--- src/rtl/hazard_ctrl.sv ---
// Hazard controller for the 5-stage core: tracks E/M/W destination records,
// drives forwarding selects, D-stage stall and the mult/div busy window.
module hazard_ctrl #(
  parameter int unsigned MULT_CYC = 5,
  parameter int unsigned DIV_CYC  = 10
) (
  input  logic       clk,
  input  logic       reset,
  input  logic [4:0] rs_D,
  input  logic [4:0] rt_D,
  input  logic [1:0] tuse_rs_D,
  input  logic [1:0] tuse_rt_D,
  input  logic [4:0] wa_D,
  input  logic [1:0] src_D,
  input  logic       md_start_D,
  input  logic       md_div_D,
  input  logic       md_use_D,
  input  logic       flush,
  output logic       stall,
  output logic [3:0] selRsD,
  output logic [3:0] selRtD,
  output logic [3:0] selRsE,
  output logic [3:0] selRtE,
  output logic [3:0] selRtM,
  output logic       md_busy
);

  localparam int unsigned MAX_CYC = (MULT_CYC > DIV_CYC) ? MULT_CYC : DIV_CYC;
  localparam int unsigned CNT_W   = $clog2(MAX_CYC + 1);

  localparam logic [1:0] SRC_ALU = 2'd0;
  localparam logic [1:0] SRC_PC8 = 2'd1;
  localparam logic [1:0] SRC_MD  = 2'd2;
  localparam logic [1:0] SRC_MEM = 2'd3;

  typedef struct packed {
    logic [4:0] rs;
    logic [4:0] rt;
    logic [4:0] wa;
    logic [1:0] src;
    logic [1:0] tnew;
    logic       md_start;
    logic       md_div;
  } e_rec_t;

  typedef struct packed {
    logic [4:0] rt;
    logic [4:0] wa;
    logic [1:0] src;
    logic [1:0] tnew;
  } m_rec_t;

  typedef struct packed {
    logic [4:0] wa;
    logic [1:0] src;
  } w_rec_t;

  e_rec_t           e_q, e_d;
  m_rec_t           m_q, m_d;
  w_rec_t           w_q, w_d;
  logic [CNT_W-1:0] cnt_q, cnt_d;

  function automatic logic [1:0] tnew_of(input logic [1:0] src);
    case (src)
      SRC_ALU: tnew_of = 2'd1;
      SRC_MEM: tnew_of = 2'd2;
      default: tnew_of = 2'd0;
    endcase
  endfunction

  // Operand X is not ready in time if a producer in E or M delivers too late.
  function automatic logic data_hz(input logic [4:0] idx, input logic [1:0] tuse,
                                   input e_rec_t e, input m_rec_t m);
    data_hz = 1'b0;
    if (idx != 5'd0 && tuse != 2'd3) begin
      data_hz = ((e.wa == idx) && (e.tnew > tuse)) ||
                ((m.wa == idx) && (m.tnew > tuse));
    end
  endfunction

  function automatic logic [3:0] fwd_d(input logic [4:0] idx, input e_rec_t e,
                                       input m_rec_t m, input w_rec_t w);
    fwd_d = 4'd0;
    if (idx == 5'd0) begin
      fwd_d = 4'd0;
    end else if (e.wa == idx) begin
      if (e.tnew == 2'd0) begin
        case (e.src)
          SRC_PC8: fwd_d = 4'd1;
          SRC_MD:  fwd_d = 4'd6;
          default: fwd_d = 4'd0;
        endcase
      end
    end else if (m.wa == idx) begin
      if (m.tnew == 2'd0) begin
        case (m.src)
          SRC_PC8: fwd_d = 4'd2;
          SRC_ALU: fwd_d = 4'd3;
          SRC_MD:  fwd_d = 4'd7;
          default: fwd_d = 4'd0;
        endcase
      end
    end else if (w.wa == idx) begin
      fwd_d = (w.src == SRC_PC8) ? 4'd4 : 4'd5;
    end
  endfunction

  function automatic logic [3:0] fwd_e(input logic [4:0] idx, input m_rec_t m,
                                       input w_rec_t w);
    fwd_e = 4'd0;
    if (idx == 5'd0) begin
      fwd_e = 4'd0;
    end else if (m.wa == idx) begin
      if (m.tnew == 2'd0) begin
        case (m.src)
          SRC_PC8: fwd_e = 4'd1;
          SRC_ALU: fwd_e = 4'd2;
          SRC_MD:  fwd_e = 4'd5;
          default: fwd_e = 4'd0;
        endcase
      end
    end else if (w.wa == idx) begin
      fwd_e = (w.src == SRC_PC8) ? 4'd3 : 4'd4;
    end
  endfunction

  // Hazard detection and forwarding are purely combinational from the records.
  always_comb begin : hazard_comb
    md_busy = e_q.md_start | (cnt_q != '0);
    stall   = data_hz(rs_D, tuse_rs_D, e_q, m_q) |
              data_hz(rt_D, tuse_rt_D, e_q, m_q) |
              (md_use_D & md_busy);
    selRsD  = fwd_d(rs_D, e_q, m_q, w_q);
    selRtD  = fwd_d(rt_D, e_q, m_q, w_q);
    selRsE  = fwd_e(e_q.rs, m_q, w_q);
    selRtE  = fwd_e(e_q.rt, m_q, w_q);
    selRtM  = 4'd0;
    if (m_q.rt != 5'd0 && w_q.wa == m_q.rt) begin
      selRtM = (w_q.src == SRC_PC8) ? 4'd1 : 4'd2;
    end
  end

  // Stage advance; a stall bubbles E, a flush bubbles every stage.
  always_comb begin : stage_next
    e_d = '0;
    m_d = '0;
    w_d = '0;
    if (!flush) begin
      if (!stall) begin
        e_d.rs       = rs_D;
        e_d.rt       = rt_D;
        e_d.wa       = wa_D;
        e_d.src      = src_D;
        e_d.tnew     = tnew_of(src_D);
        e_d.md_start = md_start_D;
        e_d.md_div   = md_div_D;
      end
      m_d.rt   = e_q.rt;
      m_d.wa   = e_q.wa;
      m_d.src  = e_q.src;
      m_d.tnew = (e_q.tnew != 2'd0) ? e_q.tnew - 2'd1 : 2'd0;
      w_d.wa   = m_q.wa;
      w_d.src  = m_q.src;
    end
  end

  always_comb begin : md_cnt_next
    cnt_d = cnt_q;
    if (e_q.md_start) begin
      cnt_d = e_q.md_div ? CNT_W'(DIV_CYC) : CNT_W'(MULT_CYC);
    end else if (cnt_q != '0) begin
      cnt_d = cnt_q - CNT_W'(1);
    end
  end

  always_ff @(posedge clk) begin
    if (reset) begin
      e_q   <= '0;
      m_q   <= '0;
      w_q   <= '0;
      cnt_q <= '0;
    end else begin
      e_q   <= e_d;
      m_q   <= m_d;
      w_q   <= w_d;
      cnt_q <= cnt_d;
    end
  end

endmodule

--- config.mk ---
export PLATFORM = sky130hd
export DESIGN_NAME = hazard_ctrl
export DESIGN_NICKNAME = d
export VERILOG_FILES = /design/src/rtl/hazard_ctrl.sv
export SDC_FILE = /design/constraint.sdc
export NUM_CORES = 1
export LEC_CHECK = 0
export CELL_PAD_IN_SITES_DETAIL_PLACEMENT = 1
export CELL_PAD_IN_SITES_GLOBAL_PLACEMENT = 2
export CORE_MARGIN = 5
export CORE_UTILIZATION = 30
export CTS_BUF_LIST = sky130_fd_sc_hd__clkbuf_2
export CTS_CLUSTER_DIAMETER = 100
export DETAILED_ROUTE_END_ITERATION = 10
export PLACE_DENSITY = 0.77
export SKIP_LAST_GASP = 1
export SYNTH_ARGS = -nofsm -noshare
export SYNTH_HDL_FRONTEND = slang
export SYNTH_SLANG_ARGS = --single-unit
--- constraint.sdc ---
create_clock -name clk -period 3.68 [get_ports clk]
set_input_delay 0.92 -clock clk [delete_from_list [all_inputs] [get_ports clk]]
set_output_delay 0.92 -clock clk [all_outputs]
set_load 0.005 [all_outputs]
==> impl_metrics.xml <==
<?xml version="1.0" encoding="UTF-8"?>
<metrics>
  <group name="global_route">
    <metric name="groute.usage.overall" unit="">0.142</metric>
    <metric name="grt_pass1_vias" unit="">2652</metric>
    <metric name="grt_max_degree" unit="">39</metric>
    <metric name="grt_remaining_overflow" unit="">0</metric>
    <metric name="grt_first_pass_wirelength" unit="µm">13200</metric>
    <metric name="number_of_antenna_violations_at_the_first_check_in_global_routing" unit="">0</metric>
  </group>
  <group name="flow_run">
    <metric name="maxCapViolations" unit="">0</metric>
  </group>
  <group name="placement">
    <metric name="place.detailed.instances" unit="">515</metric>
    <metric name="hpwl" unit="µm">6450</metric>
    <metric name="finalWeightedCongestion" unit="">0.783</metric>
    <metric name="place.port_buffers" unit="">42</metric>
  </group>
  <group name="synthesis">
    <metric name="ys_ff_latch" unit="">46</metric>
    <metric name="synthesis.area_per_instance" unit="µm²">8.72</metric>
    <metric name="synth_seq_area_share" unit="">0.312</metric>
    <metric name="syn_inst" unit="">339</metric>
    <metric name="share_of_the_synthesized_area_in_the_top_cell_type" unit="">0.312</metric>
    <metric name="post-synth-top-area-cell" unit="">sky130_fd_sc_hd__dfxtp_1</metric>
    <metric name="yosys_most_used_dff" unit="">sky130_fd_sc_hd__dfxtp_1</metric>
    <metric name="yosys_warnings" unit="">0</metric>
    <metric name="postSynth.asyncResetShare" unit="">0</metric>
    <metric name="count_of_flip_flops_with_a_built_in_enable_after_synthesis" unit="">0</metric>
    <metric name="mappedNetlistArea" unit="µm²">2960</metric>
    <metric name="synth_top_cells_by_area" unit="">sky130_fd_sc_hd__dfxtp_1 (31%), sky130_fd_sc_hd__xnor2_1 (11%), sky130_fd_sc_hd__nor4_2 (8.5%), sky130_fd_sc_hd__ha_1 (6.8%), sky130_fd_sc_hd__xor2_1 (5.6%)</metric>
    <metric name="synth.lib_cells_used.distinct" unit="">42</metric>
  </group>
  <group name="floorplanning">
    <metric name="die_ht" unit="µm">109</metric>
    <metric name="ios" unit="">49</metric>
    <metric name="die_w" unit="µm">109</metric>
    <metric name="initial_utilization" unit="">0.305</metric>
    <metric name="rows" unit="">36</metric>
    <metric name="die_area" unit="µm²">11900</metric>
    <metric name="fp.coreArea" unit="µm²">9680</metric>
  </group>
  <group name="drt">
    <metric name="detail-route-antenna-nets" unit="">0</metric>
    <metric name="firstDrtPassIters" unit="">4</metric>
    <metric name="route.vias.total" unit="">2480</metric>
    <metric name="route.detailed.wl_per_inst" unit="µm">15.6</metric>
    <metric name="via_per_instance_ratio" unit="">4.72</metric>
    <metric name="drt_iter0_drc" unit="">53</metric>
    <metric name="wirelength" unit="µm">8180</metric>
    <metric name="drt_drc_violations_left" unit="">0</metric>
  </group>
  <group name="finish">
    <metric name="ff_latch_area" unit="µm²">926</metric>
    <metric name="nets" unit="">434</metric>
    <metric name="insertedDiodeCount" unit="">0</metric>
    <metric name="filler_cell_count" unit="">1152</metric>
    <metric name="flow.area_growth_from_synthesis" unit="%">28.6</metric>
    <metric name="share_of_cells_above_drive_strength_1" unit="">0.207</metric>
    <metric name="multiInputGateArea" unit="µm²">1950</metric>
    <metric name="layoutNonFillerInstCount" unit="">525</metric>
  </group>
  <group name="clock_network">
    <metric name="clk_pin_slew_worst_paths" unit="ps">220</metric>
    <metric name="clock_latency" unit="ps">420</metric>
    <metric name="cts_hold_repair.buffers" unit="">0</metric>
    <metric name="clock_tree.root_cell" unit="">sky130_fd_sc_hd__clkbuf_2</metric>
    <metric name="clock-sinks" unit="">46</metric>
    <metric name="cts_buffer_depth" unit="">2</metric>
    <metric name="cts-buffers-inserted" unit="">5</metric>
    <metric name="tritoncts" unit="">done</metric>
    <metric name="htree_levels" unit="">2</metric>
  </group>
  <group name="sta">
    <metric name="fin_skew" unit="ps">32.0</metric>
    <metric name="hold_slack" unit="ps">516</metric>
    <metric name="transition_time_of_the_tightest_slew_check_pin" unit="ps">497</metric>
    <metric name="post-route-period-util" unit="">0.982</metric>
    <metric name="post-route-min-period" unit="ps">3610</metric>
    <metric name="timing.final.setup_violations" unit="">0</metric>
    <metric name="slew_hr" unit="">0.668</metric>
    <metric name="hold_viol" unit="">0</metric>
    <metric name="clock.fmax" unit="GHz">0.277</metric>
    <metric name="maxSlewViolCount" unit="">0</metric>
  </group>
  <group name="pwr">
    <metric name="share_comb_of_total_power" unit="">0.361</metric>
    <metric name="internal_power" unit="µW">903</metric>
    <metric name="power_frac_clock" unit="">0.208</metric>
    <metric name="switching_share" unit="">0.335</metric>
    <metric name="vdd.ir_drop.worst" unit="V">0.000213</metric>
    <metric name="total_power" unit="mW">1.36</metric>
    <metric name="switching_power" unit="µW">454</metric>
    <metric name="power.density_cell_area" unit="nW/µm²">357</metric>
    <metric name="p_leak" unit="nW">1.53</metric>
    <metric name="seqPwrFrac" unit="">0.431</metric>
  </group>
  <group name="setup_path">
    <metric name="cp.arrival" unit="ps">2690</metric>
    <metric name="timing.critical_path.buf_inv" unit="">2</metric>
    <metric name="critPathKind" unit="">in -&gt; out</metric>
    <metric name="crit_path_top_delay_cell" unit="">sky130_fd_sc_hd__or4_4</metric>
    <metric name="cp_max_fo" unit="">2</metric>
    <metric name="maximum_cell_stage_delay_along_the_critical_path" unit="ps">550</metric>
    <metric name="worst-endpoint-required" unit="ps">2760</metric>
    <metric name="critical_path_endpoint_category" unit="">primary output</metric>
    <metric name="critPathTopFamily" unit="">simple AND/OR/NAND/NOR gates</metric>
    <metric name="worst_path_cell_trace" unit="">dlygate4sd2_1 &gt; or4_4 &gt; nor2_4 &gt; a2111oi_2 &gt; a22o_1 &gt; or3_1 &gt; clkbuf_2</metric>
    <metric name="path_depth" unit="">7</metric>
    <metric name="reg2reg_depth" unit="">7</metric>
    <metric name="start_kind" unit="">input pin</metric>
  </group>
  <group name="hold_path">
    <metric name="timing.hold.worst_path_depth" unit="">1</metric>
    <metric name="min_delay_path_class" unit="">reg -&gt; reg</metric>
  </group>
  <group name="status">
    <metric name="run_status" unit="">completed</metric>
  </group>
</metrics>
==> registers in the layout (all words and copies together), names as in the netlist <==
| signal | cells |
|---|---|
| cnt_q | 4 |
| w_q | 7 |
| m_q | 14 |
| e_q | 21 |
==> cell families (layout without fill, tap and decap cells) <==
logic type               Yosys count  count (layout)  synth area share
AND/OR/NAND/NOR                  141             141             0.303
XOR/XNOR                          57              57             0.169
flip-flops                        46              46             0.312
buffers and inverters             43              91            0.0699
AO/OA/AOI/OAI                     34              34            0.0745
adder cells (fa/ha/maj)           16              16            0.0677
other                              1               6           0.00127
multiplexers                       1               1           0.00339
==> cells in the mapped netlist (3+ instances only) <==
cell type and count:
sky130_fd_sc_hd__nor4_2 20, sky130_fd_sc_hd__dfxtp_1 46, sky130_fd_sc_hd__ha_1 16, sky130_fd_sc_hd__xnor2_1 38, sky130_fd_sc_hd__nor2_1 13, sky130_fd_sc_hd__inv_1 14
sky130_fd_sc_hd__and2_1 20, sky130_fd_sc_hd__xor2_1 19, sky130_fd_sc_hd__nor3_1 12, sky130_fd_sc_hd__nand2_1 28, sky130_fd_sc_hd__a21oi_1 18, sky130_fd_sc_hd__or2_1 3
sky130_fd_sc_hd__buf_4 8, sky130_fd_sc_hd__o21a_1 3, sky130_fd_sc_hd__or3_1 5, sky130_fd_sc_hd__nand3_1 17, sky130_fd_sc_hd__clkbuf_1 19, sky130_fd_sc_hd__nand3b_1 3
sky130_fd_sc_hd__or4_1 6, sky130_fd_sc_hd__a211oi_1 3, sky130_fd_sc_hd__nor4_1 4
==> power by group through the flow <==
stage	sequential (mW)	combinational (mW)	clock, mW
detailed placement	0.596	0.492	0
finish	0.585	0.490	0.282
global route	0.591	0.544	0.318
global placement	0.593	0.474	0
CTS	0.585	0.496	0.293
floorplan	0.577	0.321	0
==> per-stage QoR <==
stage | setup TNS, ps | setup WS, ps | instance area, µm² | util
global placement | -2300 | -435 | 3620 | 0.373
finish | 0 | 65.0 | 3800 | 0.393
floorplan | 0 | 470 | 2970 | -
global route | -38.3 | -38.3 | 3800 | 0.393
detailed placement | -2430 | -494 | 3620 | 0.373
CTS | -425 | -245 | 3760 | 0.388
==> repair_timing <==
item                                    4_1_cts  5_1_grt
setup buffers                                 2        0
pin swaps                                     8        3
endpoints found under the setup margin        7       10
resized for setup                            30       17
==> per-layer routing <==
metal  vias up  global-route usage  part of all wire
met2        35               0.238              0.47
met3        10              0.0237             0.024
met4         0              0.0338             0.014
met5         -                   0                 0
met1      1191               0.191              0.49
li1       1244                   -                 -
==> cell usage in the layout (no fill, tap or decap), drive strengths merged, types with 3 or more instances in the layout <==
master and instances:
a211oi 3, a21oi 18, and2 20, buf 27, clkbuf 7, clkdlybuf4s50 25
conb 6, dfxtp 46, dlygate4sd2 8, dlymetal6s2s 6, ha 16, inv 14
nand2 28, nand3 17, nand3b 3, nor2 15, nor3 12, nor4 24
o21a 3, or2 3, or3 5, or4 7, xnor2 38, xor2 19
==> final timing paths <==
check,startpoint,end,slack (ps)
worst min-delay path,e_q[5]$_SDFF_PP0_,m_q[3]$_SDFF_PP0_,520
worst max register to register,cnt_q[0]$_SDFFE_PP0N_,e_q[11]$_SDFF_PP0_,1530
worst max-delay path,rt_D[4],stall,70
worst min register to register,e_q[5]$_SDFF_PP0_,m_q[3]$_SDFF_PP0_,520
==> final cells by class <==
cell class,count,area share
clock buffers,6,0.00790
flip-flops and latches,46,0.244
multi-input cells,255,0.513
well taps,133,0.0438
clock inverters,2,0.00987
repair buffers,69,0.168
inverters,14,0.0138
==> worst register-to-register path, stage by stage (launching register included) <==
cell and delay [ps]:
sky130_fd_sc_hd__dfxtp_1 390, sky130_fd_sc_hd__inv_1 80, sky130_fd_sc_hd__ha_1 140, sky130_fd_sc_hd__or3b_1 430, sky130_fd_sc_hd__or2_1 260, sky130_fd_sc_hd__and2_1 170
sky130_fd_sc_hd__buf_4 230, sky130_fd_sc_hd__nor4_2 370
No activity file was read; power rests on OpenSTA's default activity.
